$ cat config.mk
export PLATFORM = sky130hd
export DESIGN_NAME = pixel_scan_scheduler_flat
export DESIGN_NICKNAME = d
export VERILOG_FILES = /design/src/rtl/pixel_scan_if.sv /design/src/rtl/pixel_scan_scheduler.sv /design/src/flat_wrapper.sv
export SDC_FILE = /design/constraint.sdc
export NUM_CORES = 1
export LEC_CHECK = 0
export CAP_MARGIN = 20
export CORE_MARGIN = 2
export CORE_UTILIZATION = 35
export DETAILED_ROUTE_END_ITERATION = 10
export HOLD_SLACK_MARGIN = 0.1
export SLEW_MARGIN = 30
export SYNTH_ARGS = -nofsm -noshare
export SYNTH_HDL_FRONTEND = slang
export SYNTH_SLANG_ARGS = --single-unit
export TNS_END_PERCENT = 20
$ cat constraint.sdc
create_clock -name clk -period 2.6 [get_ports clk]
set_clock_uncertainty 0.1 [all_clocks]
set_input_delay 0.39 -clock clk [delete_from_list [all_inputs] [get_ports clk]]
set_output_delay 0.39 -clock clk [all_outputs]
set_load 0.01 [all_outputs]
$ cat src/rtl/pixel_scan_if.sv
// Issue/tag bundle between the frame sequencer and its controller / ray generator.
// The controller side is master; the scheduler is slave.
interface pixel_scan_if #(
  parameter int unsigned SPP_W = 4
);
  logic             start;
  logic             abort;
  logic [SPP_W-1:0] spp_cfg;
  logic             stall;
  logic [9:0]       pixel_x;
  logic [9:0]       pixel_y;
  logic             pixel_valid;
  logic [9:0]       tag_x;
  logic [9:0]       tag_y;
  logic             tag_last;
  logic             tag_valid;
  logic             busy;
  logic             frame_done;
  logic [15:0]      frame_count;

  modport master (
    output start, abort, spp_cfg, stall,
    input  pixel_x, pixel_y, pixel_valid, tag_x, tag_y, tag_last, tag_valid,
    input  busy, frame_done, frame_count
  );

  modport slave (
    input  start, abort, spp_cfg, stall,
    output pixel_x, pixel_y, pixel_valid, tag_x, tag_y, tag_last, tag_valid,
    output busy, frame_done, frame_count
  );
endinterface

$ cat src/rtl/pixel_scan_scheduler.sv
// Raster-order pixel/sample issuer for generate_ray, with a stall-aware tag delay line
// matched to generate_ray latency so downstream knows which pixel each ray belongs to.
module pixel_scan_scheduler #(
  parameter int unsigned H_RES    = 800,
  parameter int unsigned V_RES    = 600,
  parameter int unsigned SPP_W    = 4,
  parameter int unsigned PIPE_LAT = 4
) (
  input  logic         clk,
  input  logic         rst_n,
  pixel_scan_if.slave  bus
);
  localparam int unsigned CntW = $clog2(PIPE_LAT) + 1;

  typedef enum logic [1:0] {StIdle, StRun, StDrain} state_e;

  state_e           state_q;
  logic [9:0]       x_q, y_q;
  logic [SPP_W-1:0] sample_q, spp_q;
  logic             valid_q, busy_q, done_q;
  logic [15:0]      count_q;
  logic [CntW-1:0]  drain_q;

  logic issue, last_sample, last_x, last_y;

  assign issue       = valid_q & ~bus.stall;
  assign last_sample = (sample_q == spp_q - SPP_W'(1));
  assign last_x      = (x_q == 10'(H_RES - 1));
  assign last_y      = (y_q == 10'(V_RES - 1));

  always_ff @(posedge clk or negedge rst_n) begin
    if (!rst_n) begin
      state_q  <= StIdle;
      x_q      <= '0;
      y_q      <= '0;
      sample_q <= '0;
      spp_q    <= SPP_W'(1);
      valid_q  <= 1'b0;
      busy_q   <= 1'b0;
      done_q   <= 1'b0;
      count_q  <= '0;
      drain_q  <= '0;
    end else begin
      done_q <= 1'b0;
      if (bus.abort) begin
        state_q <= StIdle;
        valid_q <= 1'b0;
        busy_q  <= 1'b0;
      end else begin
        unique case (state_q)
          StIdle: begin
            if (bus.start) begin
              state_q  <= StRun;
              x_q      <= '0;
              y_q      <= '0;
              sample_q <= '0;
              spp_q    <= (bus.spp_cfg == '0) ? SPP_W'(1) : bus.spp_cfg;
              valid_q  <= 1'b1;
              busy_q   <= 1'b1;
            end
          end
          StRun: begin
            if (issue) begin
              // Final sample of the frame: hold coordinates, let the pipe drain.
              if (last_sample && last_x && last_y) begin
                state_q <= StDrain;
                valid_q <= 1'b0;
                drain_q <= '0;
              end else if (!last_sample) begin
                sample_q <= sample_q + SPP_W'(1);
              end else begin
                sample_q <= '0;
                if (last_x) begin
                  x_q <= '0;
                  y_q <= y_q + 10'd1;
                end else begin
                  x_q <= x_q + 10'd1;
                end
              end
            end
          end
          StDrain: begin
            if (!bus.stall) begin
              if (drain_q == CntW'(PIPE_LAT - 1)) begin
                state_q <= StIdle;
                busy_q  <= 1'b0;
                done_q  <= 1'b1;
                count_q <= count_q + 16'd1;
              end else begin
                drain_q <= drain_q + CntW'(1);
              end
            end
          end
          default: state_q <= StIdle;
        endcase
      end
    end
  end

  logic [9:0] tx_q [PIPE_LAT];
  logic [9:0] ty_q [PIPE_LAT];
  logic       tl_q [PIPE_LAT];
  logic       tv_q [PIPE_LAT];

  always_ff @(posedge clk or negedge rst_n) begin
    if (!rst_n) begin
      for (int i = 0; i < PIPE_LAT; i++) begin
        tx_q[i] <= '0;
        ty_q[i] <= '0;
        tl_q[i] <= 1'b0;
        tv_q[i] <= 1'b0;
      end
    end else if (bus.abort) begin
      for (int i = 0; i < PIPE_LAT; i++) begin
        tl_q[i] <= 1'b0;
        tv_q[i] <= 1'b0;
      end
    end else if (!bus.stall) begin
      tx_q[0] <= x_q;
      ty_q[0] <= y_q;
      tl_q[0] <= valid_q & last_sample;
      tv_q[0] <= valid_q;
      for (int i = 1; i < PIPE_LAT; i++) begin
        tx_q[i] <= tx_q[i-1];
        ty_q[i] <= ty_q[i-1];
        tl_q[i] <= tl_q[i-1];
        tv_q[i] <= tv_q[i-1];
      end
    end
  end

  assign bus.pixel_x     = x_q;
  assign bus.pixel_y     = y_q;
  assign bus.pixel_valid = valid_q;
  assign bus.tag_x       = tx_q[PIPE_LAT-1];
  assign bus.tag_y       = ty_q[PIPE_LAT-1];
  assign bus.tag_last    = tl_q[PIPE_LAT-1];
  assign bus.tag_valid   = tv_q[PIPE_LAT-1];
  assign bus.busy        = busy_q;
  assign bus.frame_done  = done_q;
  assign bus.frame_count = count_q;
endmodule

$ cat src/flat_wrapper.sv
// flat-port wrapper written by rule: the top's interface ports become plain ports
module pixel_scan_scheduler_flat 
#(
  parameter int unsigned H_RES    = 800,
  parameter int unsigned V_RES    = 600,
  parameter int unsigned SPP_W    = 4,
  parameter int unsigned PIPE_LAT = 4
)
  (clk, rst_n, bus_start, bus_abort, bus_spp_cfg, bus_stall, bus_pixel_x, bus_pixel_y, bus_pixel_valid, bus_tag_x, bus_tag_y, bus_tag_last, bus_tag_valid, bus_busy, bus_frame_done, bus_frame_count);
  pixel_scan_if #(.SPP_W(SPP_W)) bus_i ();
  input  logic clk;
  input  logic rst_n;
  input wire logic [$bits(bus_i.start)-1:0] bus_start;
  input wire logic [$bits(bus_i.abort)-1:0] bus_abort;
  input wire logic [$bits(bus_i.spp_cfg)-1:0] bus_spp_cfg;
  input wire logic [$bits(bus_i.stall)-1:0] bus_stall;
  output wire logic [$bits(bus_i.pixel_x)-1:0] bus_pixel_x;
  output wire logic [$bits(bus_i.pixel_y)-1:0] bus_pixel_y;
  output wire logic [$bits(bus_i.pixel_valid)-1:0] bus_pixel_valid;
  output wire logic [$bits(bus_i.tag_x)-1:0] bus_tag_x;
  output wire logic [$bits(bus_i.tag_y)-1:0] bus_tag_y;
  output wire logic [$bits(bus_i.tag_last)-1:0] bus_tag_last;
  output wire logic [$bits(bus_i.tag_valid)-1:0] bus_tag_valid;
  output wire logic [$bits(bus_i.busy)-1:0] bus_busy;
  output wire logic [$bits(bus_i.frame_done)-1:0] bus_frame_done;
  output wire logic [$bits(bus_i.frame_count)-1:0] bus_frame_count;
  assign bus_i.start = bus_start;
  assign bus_i.abort = bus_abort;
  assign bus_i.spp_cfg = bus_spp_cfg;
  assign bus_i.stall = bus_stall;
  assign bus_pixel_x = bus_i.pixel_x;
  assign bus_pixel_y = bus_i.pixel_y;
  assign bus_pixel_valid = bus_i.pixel_valid;
  assign bus_tag_x = bus_i.tag_x;
  assign bus_tag_y = bus_i.tag_y;
  assign bus_tag_last = bus_i.tag_last;
  assign bus_tag_valid = bus_i.tag_valid;
  assign bus_busy = bus_i.busy;
  assign bus_frame_done = bus_i.frame_done;
  assign bus_frame_count = bus_i.frame_count;
  pixel_scan_scheduler #(.H_RES(H_RES), .V_RES(V_RES), .SPP_W(SPP_W), .PIPE_LAT(PIPE_LAT)) u_core (.clk(clk), .rst_n(rst_n), .bus(bus_i));
endmodule
======== Word level (Yosys, flattened, before mapping) ========
Cells that the tools add are included.
word-level totals
  flip-flop bits (word level) ............. 140
  input port bits ......................... 9
  word-level logic and storage cells ...... 120
cells by class
  equal/unequal tests ..................... 20
  add/subtract/negate cells ............... 6
  bitwise operators ....................... 4
  reductions and logical operators ........ 18
  multiplexer cells ....................... 46
operators by type and width
  cell                                                                      number
  10-bit two-way mux                                                        9
  10-bit one-hot mux with 2 select lines                                    2
  4-bit two-way mux                                                         9
  10-bit by 1-bit adder with 10-bit output (second input constant)          2
  10-bit equality test (second input constant)                              2
  16-bit by 1-bit adder with 16-bit output (second input constant)          1
  2-bit two-way mux                                                         6
  3-bit two-way mux                                                         4
  4-bit AND reduction                                                       3
  6-bit AND reduction                                                       2
  1-bit two-way mux                                                         11
  2-bit inequality test (second input constant)                             5
  5-bit AND reduction                                                       2
  3-bit by 2-bit inequality test with 1-bit output (second input constant)  3
  2-bit by 1-bit inequality test with 1-bit output (second input constant)  4
  4-bit one-hot mux with 2 select lines                                     1
  7-bit AND reduction                                                       1
  3-bit inequality test (second input constant)                             2
  2-bit one-hot mux with 3 select lines                                     1
  3-bit one-hot mux with 2 select lines                                     1
  3-bit nonzero test                                                        2
  4-bit by 1-bit adder with 4-bit output (second input constant)            1
  4-bit equality test                                                       1
  4-bit logical NOT                                                         1
  13 further kinds                                                          18

======== Depth between registers and ports, before layout ========
  depth in word-level cells ............... 8
  gate-level depth with buffers ........... 8
  depth with buffers taken out ............ 7

======== Least setup slack after synthesis ========
Ideal clock, no wire load.
  path type ............................... register to register
  from .................................... reg u_core.spp_q[0]
  to ...................................... reg u_core.y_q[2] (netlist: u_core.bus.pixel_y[2])
  data required time ...................... 2.375 ns
  setup slack ............................. 0.291 ns
  arrival time ............................ 2.084 ns
  stages on the path, launching flop included .. 9
  period minus slack after synthesis ...... 2.309 ns
  cell sequence ........................... dfstp_2 > inv_1 > ha_1 > xor3_1 > nor3_4 > nand4_1 > a21oi_2 > buf_4 > a21oi_1
on the way
  word-level cells in the longest chain between the ends .. 6
  elaborated cells between the ends (all ways) .. 7
  classes of those cells .................. 1 x add/sub; 3 x eq/ne; 3 x reduce/logical
RTL lines
  item                                           RTL line                    text
  start, declared                                pixel_scan_scheduler.sv:19  logic [SPP_W-1:0] sample_q, spp_q;
  start signal, assigned                         pixel_scan_scheduler.sv:57  spp_q <= (bus.spp_cfg == '0) ? SPP_W'(1) : bus.spp_cfg;
  4-bit by 1-bit subtractor with 4-bit output *  pixel_scan_scheduler.sv:27  assign last_sample = (sample_q == spp_q - SPP_W'(1));
  4-bit equality test *                          pixel_scan_scheduler.sv:27
  1-bit logical AND (2 in series)                pixel_scan_scheduler.sv:65  if (last_sample && last_x && last_y) begin
  2-bit inequality test (no line)                --
  7-bit AND reduction (no line) *                --
  end signal, assigned                           pixel_scan_scheduler.sv:75  y_q <= y_q + 10'd1;
  end, declared                                  pixel_scan_scheduler.sv:18  logic [9:0] x_q, y_q;
Mark *: on every way between the ends. The rest lies on a longest branch, timed or not.
A chain may end at the register's enable or synchronous reset.

======== Final worst setup path ========
  from .................................... reg u_core.spp_q[0]
  to ...................................... reg u_core.state_q[1]
on the way
  word-level cells in the longest chain between the ends .. 6
RTL lines
  item                                                        RTL line                    text
  4-bit by 1-bit subtractor with 4-bit output                 pixel_scan_scheduler.sv:27
  4-bit equality test                                         pixel_scan_scheduler.sv:27
  1-bit logical AND (2 in series)                             pixel_scan_scheduler.sv:65
  3-bit by 2-bit inequality test with 1-bit output (no line)  --
  5-bit AND reduction (no line)                               --
  end signal, assigned                                        pixel_scan_scheduler.sv:66  state_q <= StDrain;
  end signal, assigned                                        pixel_scan_scheduler.sv:85  state_q <= StIdle;
  end signal, assigned                                        pixel_scan_scheduler.sv:94  default: state_q <= StIdle;
  end, declared                                               pixel_scan_scheduler.sv:17  state_e state_q;
Every way passes these cells.

==> run_results.csv <==
group,metric,value,unit
run_status,status,"completed",
routing,drt-initial-drc-count,253,
yosys,ys.flop_type,"dfrtp_1",
yosys,syn_area_per_cell,12.4,µm²
global_route,grt_pass1_vias,4546,
routing,routed_wirelength,13000,µm
yosys,syn-cell-area,0.00647,mm²
timing,rsz0062_at_grt,"false",
yosys,synth_simple_gate_area_share,12.3,%
place,port_buffers,69,
clock_network,cts_tree,"yes",
global_route,grt-ovfl-total,0,
timing,setup_tns,0,ns
routing,drtAntennaViolNets,0,
yosys,synth_async_sr_flop_share,100,%
yosys,synthesis.nets,538,
global_route,antenna_found_initial,0,
place,hpwl,8990,µm
die,coreArea,0.0180,mm²
yosys,synth_cells,522,
routing,avgViaCountPerCell,5.16,
timing,tightest_slew,0.516,ns
yosys,synth_top_area_cell,"dfrtp_1",
setup_path,cp_max_fo,6,
die,dieWidth,140,µm
yosys,yosysSeqAreaShare,54.2,%
routing,first_pass_iters,5,
clock_network,clock-sinks,140,
global_route,grt_max_degree,81,
power_and_ir_drop,p_per_area,754,mW/mm²
timing,hold_violations,0,
setup_path,worstSetupStartpointType,"flop",
timing,setup_viol,0,
power_and_ir_drop,ir_drop,0.000549,V
die,die_h,140,µm
timing,post-route-period-util,91.7,%
timing,fin_crit,2.39,ns
setup_path,critPathMaxStageDelay,0.55,ns
power_and_ir_drop,total_power,6.08,mW
setup_path,crit_type,"reg -> reg",
clock_network,cts_max_path_buffers,2,
clock_network,clk_latency,0.43,ns
worst_hold_path,min-delay-path-class,"in -> async",
setup_path,cp.arrival,2.64,ns
final_layout,drive_gt1_share,27.4,%
final_layout,utilization,44.7,%
setup_path,cp-end-kind,"flop",
final_layout,fin_nets,616,
yosys,synth_xor_area_share,3.05,%
yosys,synth-edff-count,0,
yosys,synthMuxAreaShare,16.2,%
yosys,yosys.area_share.adder,1.35,%
final_layout,antenna_cells,0,
clock_network,numCtsBuffers,17,
yosys,synth_area_leaders,"dfrtp_1 54%, mux2_2 14%, buf_4 2.6%, xnor2_1 1.8%, nand2_1 1.6%",
clock_network,cts-htree-levels,4,
final_layout,area_delta_synth_final,24.6,%
die,die-area,0.0196,mm²
die,initial_core_util,35.9,%
flow_run,drv_cap,0,
global_route,grt_pass1_wl,22200,µm
clock_network,cts_root_buf,"clkbuf_16",
routing,vias,4346,
setup_path,required,2.85,ns
routing,drc,0,
timing,clock.fmax,0.419,GHz
timing,maxSlewViolCount,0,
yosys,synth_cell_types,70,
yosys,ys_warn_count,0,
die,boundaryPins,70,
routing,detail_route.wl_per_cell,15.4,µm
clock_network,path_clk_slew,0.06,ns
die,floorplan.rows,49,
timing,slew-limit-headroom,65.6,%
yosys,synth-seq-cells,140,
power_and_ir_drop,p_leak,3.60,nW
yosys,synth_top_family_by_area,"multiplexers",
global_route,grt_util_all_layers,14.1,%
setup_path,crit_slowest_cell,"dfstp_2",
yosys,synth_top_area_share,53.8,%
yosys,synth_compound_area_share,8.43,%
place,globalplace.congestion,0.822,
setup_path,crit_top_cell,"buf_4",
setup_path,cp_cell_sequence,"inv_1 > ha_1 > xnor2_1 > nor3_4 > buf_4 > nand4_1 > buf_4 > or3_1 > a21oi_1",
-- cell usage in the layout (no fill, tap or decap), types with 5 or more instances in the layout --
cell type and count:
clkdlybuf4s50_1 68, o211ai_1 5, xor2_1 5, ha_1 7, a21oi_1 10, nor3_1 9, nand2b_1 6, xnor2_1 13
inv_1 10, nand2_1 28, o21ai_0 10, nand4_1 8, mux2i_1 10, and3_1 11, nor2_1 19, buf_4 29
mux2_2 83, dfrtp_1 139, nand3_1 17, clkbuf_16 17
-- power by group --
part	total [mW]	internal (mW)	leakage (nW)	switching, mW
Clock	2.35	1.36	0.271	0.988
Combinational	1.12	0.581	1.47	0.542
Sequential	2.61	2.43	1.86	0.177
Total	6.08	4.37	3.60	1.71
-- path summary, 6_finish.rpt --
kind,startpoint,endpoint,slack [ns],depth (start not counted)
max,u_core.spp_q[0],u_core.state_q[1],0.21,9
min,rst_n,u_core.bus.tag_x[2],0.36,2
max reg2reg,u_core.spp_q[0],u_core.state_q[1],0.21,9
min reg2reg,u_core.bus.frame_count[15],u_core.bus.frame_count[15],0.39,1
max in group asynchronous,rst_n,u_core.spp_q[0],1.29,3
min in group clk,u_core.bus.frame_count[15],u_core.bus.frame_count[15],0.39,1
-- stage by stage --
step / cells / setup slack (ns) / hold slack (ns) / cell area [µm²]
finish: 842 / 0.215 / 0.363 / 8060
global route: 842 / 0.107 / 0.391 / 8060
CTS: 838 / 0.0544 / 0.379 / 8020
detailed placement: 805 / 0.0688 / 0.259 / 7430
global placement: 805 / 0.141 / 0.250 / 7430
floorplan: 522 / 0.291 / -0.00559 / 6470
-- routing by layer --
metal,global-route usage (%),part of all wire [%]
met1,17.7,45
met4,6.32,1.9
met5,0,0
met3,4.21,4.6
met2,22.6,49
-- cell usage after synthesis (5+ instances only) --
cell type and number:
nor3_1 9, o211ai_1 5, xnor2_1 13, dfrtp_1 139, buf_4 22, nand4_1 8
nand3_1 18, o21ai_0 12, nand2b_1 6, mux2i_1 10, mux2_2 83, nand2_1 28
ha_1 7, and3_1 11, inv_1 10, xor2_1 5, clkbuf_1 16, nor2_1 20
a21oi_1 10
-- repair_timing --
| item | CTS | global route |
|---|---|---|
| setup endpoints to repair | 0 | 21 |
| hold endpoints to repair | 43 | 0 |
| gates resized for setup | 0 | 4 |
| buffers inserted | 0 | 4 |
| hold buffers | 1 | 0 |
-- cell type report --
class / instances / area (µm²)
fillers: 1657 / 9960
flip-flops and latches: 140 / 3500
multi-input cells: 330 / 2700
repair buffers: 101 / 960
clock buffers: 18 / 439
well taps: 229 / 287
clock inverters: 14 / 138
inverters: 10 / 37.5
-- flip-flops by register name (all words and copies together), names as in the netlist, 3 cells and up --
name                    count
u_core.tl_q                 3
u_core.sample_q             4
u_core.bus.tag_x           10
u_core.bus.pixel_y         10
u_core.ty_q                30
u_core.bus.tag_y           10
u_core.bus.frame_count     16
u_core.spp_q                4
u_core.tv_q                 3
u_core.bus.pixel_x         10
u_core.drain_q              3
u_core.tx_q                30
-- worst max-delay path, delay by kind of cell (launching register included) --
kind	cells	cell delay, ns
buf+inv	3	0.42
flops	1	0.55
compound gates	1	0.16
simple gates	3	0.62
fa+ha+maj	1	0.30
xor+xnor	1	0.16
-- cells by family after synthesis --
logic type                 after synthesis
xor gates and xnor gates                20
adders and majority gates                7
and+or+nand+nor                        136
AOI/OAI and AO/OA                       73
buffers and inverters                   52
muxes                                   94
DFF                                    140
Note: power is estimated with default switching activity, not from simulation.
